## src/rtl/adc_conv_reader_pkg.sv

```systemverilog
// Shared types and sizing helpers for the ADC conversion reader.
// State encoding, sample counter width and counter width functions.
`timescale 1ns/1ps
package adc_conv_reader_pkg;

    typedef enum logic [1:0] {
        IDLE  = 2'd0,
        CONV  = 2'd1,
        SHIFT = 2'd2,
        DONE  = 2'd3
    } state_t;

    localparam int SAMPLE_COUNT_W = 16;

    function automatic int wait_cnt_w(input int conv_wait);
        return (conv_wait > 1) ? $clog2(conv_wait) : 1;
    endfunction

    function automatic int bit_cnt_w(input int sample_bits);
        return (sample_bits > 1) ? $clog2(sample_bits) : 1;
    endfunction

endpackage

```

## src/rtl/adc_conv_reader_if.sv

```systemverilog
// Trigger, serial ADC and sample-output bundle for adc_conv_reader.
// master = trigger/ADC side, slave = the reader itself.
`timescale 1ns/1ps
interface adc_conv_reader_if
    import adc_conv_reader_pkg::*;
#(
    parameter int N_CH        = 4,
    parameter int SAMPLE_BITS = 8
);
    logic                          start_conv;
    logic [N_CH-1:0]               adc_sdo;
    logic                          overrun_clr;
    logic                          adc_sck;
    logic                          adc_cs_n;
    logic [N_CH*SAMPLE_BITS-1:0]   sample_data;
    logic                          sample_valid;
    logic                          busy;
    logic                          overrun;
    logic [SAMPLE_COUNT_W-1:0]     sample_count;

    modport master (
        output start_conv, adc_sdo, overrun_clr,
        input  adc_sck, adc_cs_n, sample_data,
        input  sample_valid, busy, overrun, sample_count
    );

    modport slave (
        input  start_conv, adc_sdo, overrun_clr,
        output adc_sck, adc_cs_n, sample_data,
        output sample_valid, busy, overrun, sample_count
    );
endinterface

```

## src/rtl/adc_shift_lane.sv

```systemverilog
// One serial ADC lane: MSB-first shift register for a single data line.
// Shifting is gated by the control FSM in adc_conv_reader.
`timescale 1ns/1ps
module adc_shift_lane #(
    parameter int SAMPLE_BITS = 8
) (
    input  logic                   clk,
    input  logic                   reset_n,
    input  logic                   shift_en,
    input  logic                   sdo,
    output logic [SAMPLE_BITS-1:0] shreg
);
    logic [SAMPLE_BITS-1:0] r_shreg;

    always_ff @(posedge clk) begin
        if (!reset_n) begin
            r_shreg <= '0;
        end else if (shift_en) begin
            r_shreg <= {r_shreg[SAMPLE_BITS-2:0], sdo};
        end
    end

    assign shreg = r_shreg;
endmodule

```

## src/rtl/adc_conv_reader.sv

```systemverilog
// Start-conversion responder: waits out the ADC conversion, then reads
// N_CH serial ADCs over a shared SCK/CS_N and strobes the assembled words.
`timescale 1ns/1ps
module adc_conv_reader
    import adc_conv_reader_pkg::*;
#(
    parameter int N_CH        = 4,
    parameter int SAMPLE_BITS = 8,
    parameter int CONV_WAIT   = 2
) (
    input  logic              internal_clk_40MHz,
    input  logic              reset_n,
    adc_conv_reader_if.slave  bus
);
    localparam int WCW = wait_cnt_w(CONV_WAIT);
    localparam int BCW = bit_cnt_w(SAMPLE_BITS);
    localparam int DW  = N_CH * SAMPLE_BITS;
    localparam logic [WCW-1:0] WAIT_LAST = WCW'(CONV_WAIT - 1);
    localparam logic [BCW-1:0] BIT_LAST  = BCW'(SAMPLE_BITS - 1);

    state_t                    r_state;
    logic [WCW-1:0]            r_wait_cnt;
    logic [BCW-1:0]            r_bit_cnt;
    logic                      r_phase;
    logic                      r_sck;
    logic                      r_cs_n;
    logic                      r_valid;
    logic                      r_busy;
    logic                      r_overrun;
    logic [DW-1:0]             r_data;
    logic [SAMPLE_COUNT_W-1:0] r_sample_count;

    logic [DW-1:0]             w_shregs;
    logic                      w_shift_en;

    // Lanes sample on the SCK rising edge, when the ADC data is settled.
    assign w_shift_en = (r_state == SHIFT) && !r_phase;

    for (genvar ch = 0; ch < N_CH; ch++) begin : g_lane
        adc_shift_lane #(
            .SAMPLE_BITS (SAMPLE_BITS)
        ) u_lane (
            .clk      (internal_clk_40MHz),
            .reset_n  (reset_n),
            .shift_en (w_shift_en),
            .sdo      (bus.adc_sdo[ch]),
            .shreg    (w_shregs[ch*SAMPLE_BITS +: SAMPLE_BITS])
        );
    end

    always_ff @(posedge internal_clk_40MHz) begin
        if (!reset_n) begin
            r_state        <= IDLE;
            r_wait_cnt     <= '0;
            r_bit_cnt      <= '0;
            r_phase        <= 1'b0;
            r_sck          <= 1'b0;
            r_cs_n         <= 1'b1;
            r_valid        <= 1'b0;
            r_busy         <= 1'b0;
            r_overrun      <= 1'b0;
            r_data         <= '0;
            r_sample_count <= '0;
        end else begin
            // A strobe while busy is dropped; setting beats clearing.
            if (bus.start_conv && (r_state != IDLE)) begin
                r_overrun <= 1'b1;
            end else if (bus.overrun_clr) begin
                r_overrun <= 1'b0;
            end

            unique case (r_state)
                IDLE: begin
                    if (bus.start_conv) begin
                        r_state    <= CONV;
                        r_wait_cnt <= '0;
                        r_busy     <= 1'b1;
                    end
                end
                CONV: begin
                    r_wait_cnt <= r_wait_cnt + 1'b1;
                    if (r_wait_cnt == WAIT_LAST) begin
                        r_state   <= SHIFT;
                        r_cs_n    <= 1'b0;
                        r_bit_cnt <= '0;
                        r_phase   <= 1'b0;
                    end
                end
                SHIFT: begin
                    r_phase <= ~r_phase;
                    if (!r_phase) begin
                        r_sck <= 1'b1;
                    end else begin
                        r_sck     <= 1'b0;
                        r_bit_cnt <= r_bit_cnt + 1'b1;
                        if (r_bit_cnt == BIT_LAST) begin
                            r_state        <= DONE;
                            r_data         <= w_shregs;
                            r_valid        <= 1'b1;
                            r_cs_n         <= 1'b1;
                            r_sample_count <= r_sample_count + 1'b1;
                        end
                    end
                end
                DONE: begin
                    r_state <= IDLE;
                    r_valid <= 1'b0;
                    r_busy  <= 1'b0;
                end
                default: begin
                    r_state <= IDLE;
                end
            endcase
        end
    end

    assign bus.adc_sck      = r_sck;
    assign bus.adc_cs_n     = r_cs_n;
    assign bus.sample_data  = r_data;
    assign bus.sample_valid = r_valid;
    assign bus.busy         = r_busy;
    assign bus.overrun      = r_overrun;
    assign bus.sample_count = r_sample_count;
endmodule

```

## src/flat_wrapper.sv

```systemverilog
// flat-port wrapper written by rule: the top's interface ports become plain ports
module adc_conv_reader_flat import adc_conv_reader_pkg::*;
#(
    parameter int N_CH        = 4,
    parameter int SAMPLE_BITS = 8,
    parameter int CONV_WAIT   = 2
)
  (internal_clk_40MHz, reset_n, bus_start_conv, bus_adc_sdo, bus_overrun_clr, bus_adc_sck, bus_adc_cs_n, bus_sample_data, bus_sample_valid, bus_busy, bus_overrun, bus_sample_count);
  adc_conv_reader_if #(.N_CH(N_CH), .SAMPLE_BITS(SAMPLE_BITS)) bus_i ();
  input  logic internal_clk_40MHz;
  input  logic reset_n;
  input wire logic [$bits(bus_i.start_conv)-1:0] bus_start_conv;
  input wire logic [$bits(bus_i.adc_sdo)-1:0] bus_adc_sdo;
  input wire logic [$bits(bus_i.overrun_clr)-1:0] bus_overrun_clr;
  output wire logic [$bits(bus_i.adc_sck)-1:0] bus_adc_sck;
  output wire logic [$bits(bus_i.adc_cs_n)-1:0] bus_adc_cs_n;
  output wire logic [$bits(bus_i.sample_data)-1:0] bus_sample_data;
  output wire logic [$bits(bus_i.sample_valid)-1:0] bus_sample_valid;
  output wire logic [$bits(bus_i.busy)-1:0] bus_busy;
  output wire logic [$bits(bus_i.overrun)-1:0] bus_overrun;
  output wire logic [$bits(bus_i.sample_count)-1:0] bus_sample_count;
  assign bus_i.start_conv = bus_start_conv;
  assign bus_i.adc_sdo = bus_adc_sdo;
  assign bus_i.overrun_clr = bus_overrun_clr;
  assign bus_adc_sck = bus_i.adc_sck;
  assign bus_adc_cs_n = bus_i.adc_cs_n;
  assign bus_sample_data = bus_i.sample_data;
  assign bus_sample_valid = bus_i.sample_valid;
  assign bus_busy = bus_i.busy;
  assign bus_overrun = bus_i.overrun;
  assign bus_sample_count = bus_i.sample_count;
  adc_conv_reader #(.N_CH(N_CH), .SAMPLE_BITS(SAMPLE_BITS), .CONV_WAIT(CONV_WAIT)) u_core (.internal_clk_40MHz(internal_clk_40MHz), .reset_n(reset_n), .bus(bus_i));
endmodule
```

## config.mk

```make
export PLATFORM = sky130hd
export DESIGN_NAME = adc_conv_reader_flat
export DESIGN_NICKNAME = d
export VERILOG_FILES = /design/src/rtl/adc_conv_reader_pkg.sv /design/src/rtl/adc_conv_reader_if.sv /design/src/rtl/adc_shift_lane.sv /design/src/rtl/adc_conv_reader.sv /design/src/flat_wrapper.sv
export SDC_FILE = /design/constraint.sdc
export NUM_CORES = 1
export LEC_CHECK = 0
export CAP_MARGIN = 10
export CORE_MARGIN = 2
export CORE_UTILIZATION = 30
export CTS_CLUSTER_DIAMETER = 50
export DETAILED_ROUTE_END_ITERATION = 6
export HOLD_SLACK_MARGIN = 0.06
export SYNTH_ARGS = -nofsm -noshare
export SYNTH_HDL_FRONTEND = slang
export SYNTH_SLANG_ARGS = --single-unit
```

## constraint.sdc

```tcl
create_clock -name internal_clk_40MHz -period 2.5 [get_ports internal_clk_40MHz]
set_input_delay 0.25 -clock internal_clk_40MHz [delete_from_list [all_inputs] [get_ports internal_clk_40MHz]]
set_output_delay 0.25 -clock internal_clk_40MHz [all_outputs]
set_load 0.005 [all_outputs]
```

Word-level counts from Yosys, hierarchy flattened --
Cells that the tools add are included. Widths: inputs -> output; s select.
Cells by class: equality and inequality tests 8, reductions and logical operators 18, add/sub/neg operators 3, order comparisons 0, shift-type cells 0, bitwise logic cells 1, multipliers 0, divide/modulo/power cells 0, muxes and demuxes 21
Operators with widths (count):
- $add 16x1->16 const B | 1
- $reduce_bool 2->1 | 6
- $pmux 1 s2 | 5
- $reduce_and 3->1 | 3
- $mux 1 | 8
- $mux 2 | 4
- $pmux 2 s4 | 1
- $reduce_and 4->1 | 2
- $mux 3 | 2
- $pmux 3 s2 | 1
- $reduce_and 2->1 | 3
- $eq 2x2->1 const B | 2
- $ne 2x1->1 const B | 2
- $ne 2x2->1 const B | 2
- $add 3x1->3 const B | 1
- $eq 3x3->1 const B | 1
- $eq 2x1->1 const B | 1
- $logic_and 1x1->1 | 2
- $logic_not 2->1 | 1
- $add 1x1->1 const B | 1
- $logic_not 1->1 | 1
- $not 1->1 | 1
Word-level totals: word-level logic and storage cells 66, bits of input ports 8, ROM bits 0, output and inout port bits 53, memories kept 0, bits in writable memories 0, latch bits 0, bits in registers 92

Logic depth before layout (Yosys ltp) --
Gate-level depths: netlist (run 1).
word-level depth 4, mapped depth 8

Hierarchy --
From an unflattened synthesis (run 1), not the netlist that was laid out.
Second synthesis, totals: cells, all modules 397, area, all modules 3634.7 µm²
Modules (own cells, without submodules):
- adc_conv_reader | cells each 297, area an instance 2428.6 µm², sequential area each 1201.2 µm², times used 1
- adc_shift_lane | cells each 25, area an instance 301.5 µm², sequential area each 160.2 µm², times used 4

Least setup slack after synthesis (run 1) --
Ideal clock, no wire load.
path kind register to register, from reg u_core.r_bit_cnt[0], to reg u_core.r_sample_count[13] (netlist: u_core.bus.sample_count[13]), required time 2430 ps, data arrival time 1679 ps, cell stages (with the launch flop) 8, library setup time 70 ps, buffers on the path 1, slack 751 ps, period minus slack after synthesis 1749 ps, cell sequence dfxtp_1 > ha_1 > ha_1 > and3_2 > buf_6 > nand4_4 > or4_1 > a21oi_1
On the way: word-level cells in the longest chain between the ends 2
Ends and longest elaborated chain:
- start, declared | RTL line adc_conv_reader.sv:23 | logic [BCW-1:0] r_bit_cnt;
- start signal, assigned | RTL line adc_conv_reader.sv:95 | r_bit_cnt <= r_bit_cnt + 1'b1;
- $eq 3x3->1 | RTL line adc_conv_reader.sv:96 | if (r_bit_cnt == BIT_LAST) begin
- $reduce_and 3->1 (no source line)
- end signal, assigned | RTL line adc_conv_reader.sv:101 | r_sample_count <= r_sample_count + 1'b1;
- end, declared | RTL line adc_conv_reader.sv:31 | logic [SAMPLE_COUNT_W-1:0] r_sample_count;
No other way between the ends. A chain may end at the register's enable or synchronous reset.

Worst setup path after layout (run 1) --
from reg u_core.r_state[0], to reg u_core.r_state[0]
On the way: word-level cells in the longest chain between the ends 3, elaborated cells between the ends (all ways) 10
Ends and longest elaborated chain:
- start, declared | RTL line adc_conv_reader.sv:21 | state_t r_state;
- start signal, assigned | RTL line adc_conv_reader.sv:53 | r_state <= IDLE;
- start signal, assigned | RTL line adc_conv_reader.sv:75 | r_state <= CONV;
- start signal, assigned | RTL line adc_conv_reader.sv:83 | r_state <= SHIFT;
- $eq 2x2->1 (tied with other cells) | RTL line adc_conv_reader.sv:72 | unique case (r_state)
- $ne 2x2->1 (no source line) or $ne 2x1->1 (tied branches)
- $reduce_and 4->1 (no source line)
Several ways; a longest one is shown, not always the timed one.

==> metrics.md, run 1 <==
| Metric | Value |
|---|---|
| Initial Utilization | 30.8% |
| Worst Path Max Fanout | 21 |
| Placed instance area | about 0.0043 mm² |
| CP bufs+invs | 2 |
| Largest family of logic cells by synthesized area | simple AND/OR/NAND/NOR gates |
| # H-tree levels | 3 |
| HPWL after detailed placement | 5050 µm |
| Antenna violations before repair | 0 |
| Synthesized cell area | between 0.003 and 0.004 mm² |
| Clock share of power | between 40% and 50% |
| R2R depth | 6 |
| Post-synthesis sequential area ratio | ~52% |
| Post-CTS setup repair buffer count | 0 |
| Hold Path Cell Cnt | 2 |
| Synthesis Warnings | 0 |
| Outcome | complete, no violations |
| Gate power share | roughly 15% |
| Required @ worst endpoint | approximately 2.8 ns |
| Drt wl/cell | roughly 12 µm |
| Largest net degree at the start of global routing | between 70 and 80 |
| Synth Area in XOR/XNOR | slightly below 2% |
| Achievable frequency | roughly 500 MHz |
| P_leak | 1.53 nW |
| Via density | 4.74 |
| Power per cell area | 771 mW/mm² |
| Nets | 500 |
| Mapped Avg Cell Area | 8.18 µm² |
| Synth Area in Compound Gates | between 10% and 20% |
| Switching share of total power | 26.5% |
| CTS clk-pin slew, worst paths | ~0.06 ns |
| Met2 Use GR | around a fifth |
| Simple-Gate Fraction of Synth Area | between 20% and 30% |
| Die Span X | roughly 110 µm |
| Area Overhead vs Synth | 29.9% |
| Number of buffers inserted by hold repair at cts | 0 |
| Final worst path period share | 79.9% |
| Layer with the highest usage | met2 |
| Global-route wire length before repair | 13300 µm |
| Psw | 938 µW |
| Top cells by area, synth | dfxtp_1, nand2_1, a21oi_1 |
| Slew Limit Headroom | a little under half |
| Area share of the largest cell type after synthesis | between 50% and 60% |
| Hold WC Path Type | flip-flop to flip-flop |
| CP Cell Sequence | inv_1 > ha_1 > nor2b_2 > buf_4 > nor4_1 > nor3_1 |
| WP depth | 6 |
| Final wirelength | between 7000 and 8000 µm |
| Top FF cell, synth | dfxtp_1 |
| CP max stage cell | nor2b_2 |
| Family with the most delay on the worst path | simple AND/OR/NAND/NOR gates |
| Setup TNS | 0 ns |
| Post-Layout Inst Area | between 0.004 and 0.005 mm² |
| Post-CTS resize count | 0 |
| Antenna Cells | 0 |
| Worst-case vdd ir drop | about 0.34 mV |
| Detailed-route via count | between 2000 and 3000 |
| Area leader, netlist | dfxtp_1 |
| # DRC | 0 |
| Post-synth EDFFs | 0 |
| DRT Pass-1 Iters | 4 |
| Met3 GRT Util | under 10% |
| I/O pin total | 61 |
| Clk sinks | 92 |
| Pins Over Slew Limit | 0 |
| Met1 Use GR | 16.3% |
| Hold Worst Slack | approximately 0.45 ns |
| Number of routed nets with antenna violations | 0 |
| Max incr delay on CP | 0.68 ns |
| Sequential Power Share | around 44% |
| Flip-flop and latch count after synthesis | ~90 |
| TritonCTS clock tree | built |
| Vias in the first global route | ~2900 |
| Share of layout cells above drive strength 1 | a little under 6% |
| Count leader, synth | nand2_1 |
| Num CTS Buffers | 9 |
| Clock Latency Late Sink | 0.33 ns |
| Startpoint type of the worst setup path | flip-flop |
| RSZ-0062 raised after global routing | false |
| Final setup violation count | 0 |
| Post-synth ARST share | 0% |
| Die area | approximately 0.013 mm² |
| Max cap viols | 0 |
| Adder-Cell Fraction of Synth Area | under 10% |
| Mapped Cells | 432 |
| Worst slew pin tran | 0.798 ns |
| CP endpoint kind | flip-flop |
| CTS root buf | clkbuf_16 |
| Clock Tree Buf Depth | 2 |
| GRT Residual Overflow | 0 |
| Final-report hold violation count | 0 |
| CP Class | flip-flop to flip-flop |
| Die height | ~110 µm |
| Most instantiated cells after synthesis | nand2_1, dfxtp_1, a21oi_1 |
| Starting DRT DRC Count | about 150 |
| # rows | 39 |
| Period minus WS final | ~2 ns |
| Yosys cell types | 34 |
| PortBufs | 60 |
| Core area | about 0.011 mm² |
| Clock Skews | 0.0116 ns |
| Power Internal | between 2 and 3 mW |
| Fraction of synthesized area in multiplexers | under 10% |
| Critical path arrival | around 2.3 ns |
| GR Util All Layers | between 10 and 15% |
| Synthesized Nets | about 450 |
| GP Congestion | roughly 0.75 |
through the flow:
step           power [mW]  utilization [%]  instances  setup WS [ns]
3_5_place_dp         2.12             37.2        616          0.478
6_report             3.54             40.0        632          0.503
5_1_grt              3.72             40.0        632          0.222
3_3_place_gp         2.11             37.2        616          0.529
2_1_floorplan        1.96                -        432          0.751
4_1_cts              3.59             40.0        632          0.454
flip-flops by register name, summed over array words and instances (netlist names):
name	cells
u_core.bus.sample_valid	1
u_core.r_phase	1
u_core.r_wait_cnt	1
u_core.bus.sample_data	32
u_core.bus.sample_count	16
u_core.r_bit_cnt	3
u_core.bus.adc_sck	1
u_core.bus.overrun	1
u_core.bus.busy	1
u_core.g_lane.u_lane.shreg	32
u_core.r_state	2
u_core.bus.adc_cs_n	1
cell usage in the layout (no fill, tap or decap), drive strengths merged:
cell / count
a21oi: 80
buf: 6
ha: 8
or3: 3
nor3b: 2
nand2b: 6
or4: 3
nor2: 15
nor4: 2
and4: 1
a22oi: 1
nor4b: 2
nand3b: 1
nor3: 4
nor2b: 4
xor2: 3
clkinvlp: 1
and3: 1
clkinv: 1
clkdlybuf4s50: 60
and2: 2
nand4: 4
clkbuf: 10
inv: 8
mux2i: 4
nand2: 141
or2: 1
xnor2: 5
nand3: 8
o31ai: 3
o21ai: 5
dfxtp: 92
bufinv: 2
logic make-up after synthesis:
| group | count (synthesis) |
|---|---|
| DFF | 92 |
| AOI/OAI and AO/OA | 89 |
| buffers and inverters | 31 |
| and+or+nand+nor | 200 |
| xor gates and xnor gates | 8 |
| muxes | 4 |
| adders and majority gates | 8 |
cell type report:
cell class / count / area (µm²)
fillers: 1157 / 6880
flip-flops and latches: 92 / 1840
multi-input cells: 309 / 1570
repair buffers: 66 / 658
clock buffers: 10 / 229
well taps: 143 / 179
clock inverters: 6 / 93.8
inverters: 6 / 22.5
worst register-to-register path: cells and delay by family (launching register included):
| kind | cells | cell delay, ns |
|---|---|---|
| adder cells (fa/ha/maj) | 1 | 0.21 |
| buffers and inverters | 2 | 0.49 |
| flip-flops | 1 | 0.34 |
| AND/OR/NAND/NOR | 3 | 0.90 |
power by group through the flow:
stage	sequential, mW	combinational (mW)	clock [mW]
floorplan	1.59	0.365	0
global placement	1.60	0.510	0
detailed placement	1.60	0.519	0
CTS	1.57	0.524	1.50
global route	1.58	0.582	1.56
finish	1.57	0.518	1.46
worst paths after layout:
check                              startpoint                    endpoint  slack (ns)
max reg2reg                 u_core.r_state[0]           u_core.r_state[0]        0.50
min          u_core.g_lane[3].u_lane.shreg[7]  u_core.bus.sample_data[31]        0.45
max                         u_core.r_state[0]           u_core.r_state[0]        0.50
min reg2reg  u_core.g_lane[3].u_lane.shreg[7]  u_core.bus.sample_data[31]        0.45
routing by layer:
layer / share of wire [%] / wire [µm]
met1: 48 / 3640
met5: 0 / 0
met3: 3.6 / 272
met2: 48 / 3630
met4: 1.1 / 82
Power figures use the tool's default switching activity.
==> run 2: changes to the inputs <==
clock period = 1.66 ns   (was 2.5 ns; I/O delays follow)
==> metrics.md, run 2 (same netlist as run 1, synthesis figures left out) <==
| Metric | Value |
|---|---|
| Required @ worst endpoint | 1.92 ns (-0.83 ns) |
| Outcome | finished with violations |
| Met2 Use GR | 21.7% (+0.92 points) |
| Antenna violations before repair | 0 (unchanged) |
| Final wirelength | 8250 µm (+8.3%) |
| Clock Skews | 0.00617 ns (-0.00546 ns) |
| Max incr delay on CP | 0.50 ns (-0.18 ns) |
| Die Span X | 113 µm (unchanged) |
| GP Congestion | 0.734 (-2.4%) |
| Clk sinks | 92 (unchanged) |
| Area Overhead vs Synth | 41.0% |
| Worst slew pin tran | 0.350 ns (-0.448 ns) |
| Hold Worst Slack | 0.384 ns (-0.0683 ns) |
| Drt wl/cell | 12.5 µm (+4.0%) |
| Max cap viols | 0 (unchanged) |
| Period minus WS final | 1.67 ns (-0.329 ns) |
| Pins Over Slew Limit | 0 (unchanged) |
| Most frequent cells in the layout | nand2_1, dfxtp_1, a21oi_1, clkdlybuf4s50_1, buf_4 |
| Hold path endpoint | u_core.g_lane[2].u_lane.shreg[0] |
| Most used cell, CP | ha_4 |
| Critical R2R Launch | u_core.r_bit_cnt[0] |
| Worst Setup Slack post-DPL | -0.0296 ns (-0.507 ns) |
| Total power | 5.48 mW (+55%) |
| CTS root buf | clkbuf_16 |
| Reg-to-reg endpoint | u_core.bus.sample_count[14] |
| CTS clk-pin slew, worst paths | 0.07 ns (about the same) |
| CP Cell Sequence | ha_4 > ha_4 > and3_4 > nand3_4 > or4_4 > a21oi_2 |
| Number of routed nets with antenna violations | 0 (unchanged) |
| Die area | 0.0127 mm² (unchanged) |
| Detailed-route via count | 3131 (+4.6%) |
| Via density | 4.76 (+0.44%) |
| Commonest non-fill, non-tap cell in the layout | nand2_1 |
| CP endpoint kind | flip-flop |
| Global-route wire length before repair | 13600 µm (+2.0%) |
| HPWL after detailed placement | 5480 µm (+8.5%) |
| Final worst path period share | 100% (+21 points) |
| Clock Latency Late Sink | 0.33 ns (about the same) |
| R2R depth | 6 (unchanged) |
| GRT Residual Overflow | 0 (unchanged) |
| Starting DRT DRC Count | 130 (-12%) |
| Worst Path Max Fanout | 4 (-81%) |
| # DRC | 0 (unchanged) |
| HP Start | bus_adc_sdo[2] |
| Inst Count DP | 639 (+3.7%) |
| GR Util All Layers | 13.0% (+0.43 points) |
| Register area | 0.00186 mm² (+0.75%) |
| Hold Path Cell Cnt | 3 (+1) |
| Num CTS Buffers | 9 (unchanged) |
| Clock Tree Buf Depth | 2 (unchanged) |
| Critical path arrival | 1.93 ns (-0.32 ns) |
| Fillers | 1138 (-1.6%) |
| CP max stage cell | or4_4 |
| Final setup violation count | 1 (+1) |
| Share of layout cells above drive strength 1 | 16.7% (+11 points) |
| Achievable frequency | 599 MHz (+20%) |
| Reg-to-reg slack, setup | -0.008 ns (-0.51 ns) |
| # H-tree levels | 3 (unchanged) |
| Met3 GRT Util | 2.70% (-0.32 points) |
| Layer with the highest usage | met2 |
| # rows | 39 (unchanged) |
| Final core utilization | 43.5% (+3.4 points) |
| Core area | 0.0115 mm² (unchanged) |
| DRT Pass-1 Iters | 4 (unchanged) |
| Antenna Cells | 0 (unchanged) |
| Multi-input gate area | 0.00172 mm² (+9.5%) |
| I/O pin total | 61 (unchanged) |
| Initial Utilization | 30.8% (unchanged) |
| Final-report hold violation count | 0 (unchanged) |
| Nets | 526 (+5.2%) |
| CP Class | flip-flop to flip-flop |
| PortBufs | 60 (unchanged) |
| TritonCTS clock tree | built |
| RSZ-0062 raised after global routing | true |
| Die height | 113 µm (unchanged) |
| Worst-case vdd ir drop | 0.621 mV (+84%) |
| Startpoint type of the worst setup path | flip-flop |
| Final std cells w/o fill | 658 (+4.1%) |
| Power per cell area | 1100 mW/mm² (+43%) |
| Final worst slack | -0.00826 ns (-0.511 ns) |
| Met1 Use GR | 16.7% (+0.41 points) |
| P_leak | 1.68 nW (+9.9%) |
| Largest net degree at the start of global routing | 37 (-53%) |
| Vias in the first global route | 2915 (-0.51%) |
| Failing checks | setup timing |
| Number of buffers inserted by hold repair at cts | 0 (unchanged) |
| Slew Limit Headroom | 76.2% (+30 points) |
| Hold WC Path Type | input port to flip-flop |
run 2: cell count changes in the layout (fill, tap and decap cells not counted), moves of 4 or more:
cell	previous run	this run
ha_1	8	4
a21oi_2	0	6
buf_4	5	23
a21oi_1	80	74
dfxtp_1	92	87
buf_6	0	5
run 2: layer usage:
metal / up-vias / wire length, µm
li1: 1579 / -
met5: - / 0
met3: 10 / 318
met4: 0 / 140
met2: 67 / 3990
met1: 1475 / 3810
run 2: final cells by class:
class / instances / area share [%]
multi-input combinational: 309 / 34.4
clock buffer: 11 / 4.87
inverter: 6 / 0.452
clock inverter: 5 / 1.18
timing repair buffer: 92 / 18.2
sequential: 92 / 37.2
tap: 143 / 3.59
run 2: worst max path at each step:
stage | startpoint | to | slack [ns]
finish | u_core.r_bit_cnt[0] | u_core.bus.sample_count[14] | -0.008
global route | u_core.r_bit_cnt[0] | u_core.bus.sample_count[14] | -0.08
global placement | u_core.r_bit_cnt[0] | u_core.bus.sample_count[3] | 0.04
CTS | u_core.r_state[0] | u_core.r_bit_cnt[0] | -0.007
detailed placement | u_core.r_bit_cnt[0] | u_core.bus.sample_count[14] | -0.03
floorplan | u_core.r_state[0] | u_core.bus.sample_count[13] | -0.05
run 2: repair_timing:
item                       4_1_cts  5_1_grt
setup endpoints to repair        2       35
pin swaps                        1       11
buffers inserted                 0        3
resized for setup                3       30
run 2: through the flow:
stage	TNS, ns	instance area, µm²
floorplan	-0.0459	3580
global placement	0	4530
detailed placement	-0.0296	4530
CTS	-0.00793	4840
global route	-0.225	4980
finish	-0.00826	4980
run 2: worst max-delay path, delay by kind of cell (launching register included):
kind | cells | cell delay [ns]
AOI/OAI and AO/OA | 1 | 0.15
adders and majority gates | 2 | 0.26
and+or+nand+nor | 3 | 0.83
DFF | 1 | 0.37
run 2: where the power goes:
group	leakage [nW]	total, mW	switching [mW]	internal, mW
logic	0.797	1.05	0.557	0.497
registers	0.745	2.38	0.0755	2.30
clock network	0.142	2.05	0.836	1.21
total	1.68	5.48	1.47	4.01
==> run 3: changes to the inputs <==
GPL_TIMING_DRIVEN = 1   (was default)
==> results of run 3 <==
Same layout as run 2: the final DEF is identical, and so are final timing and power.
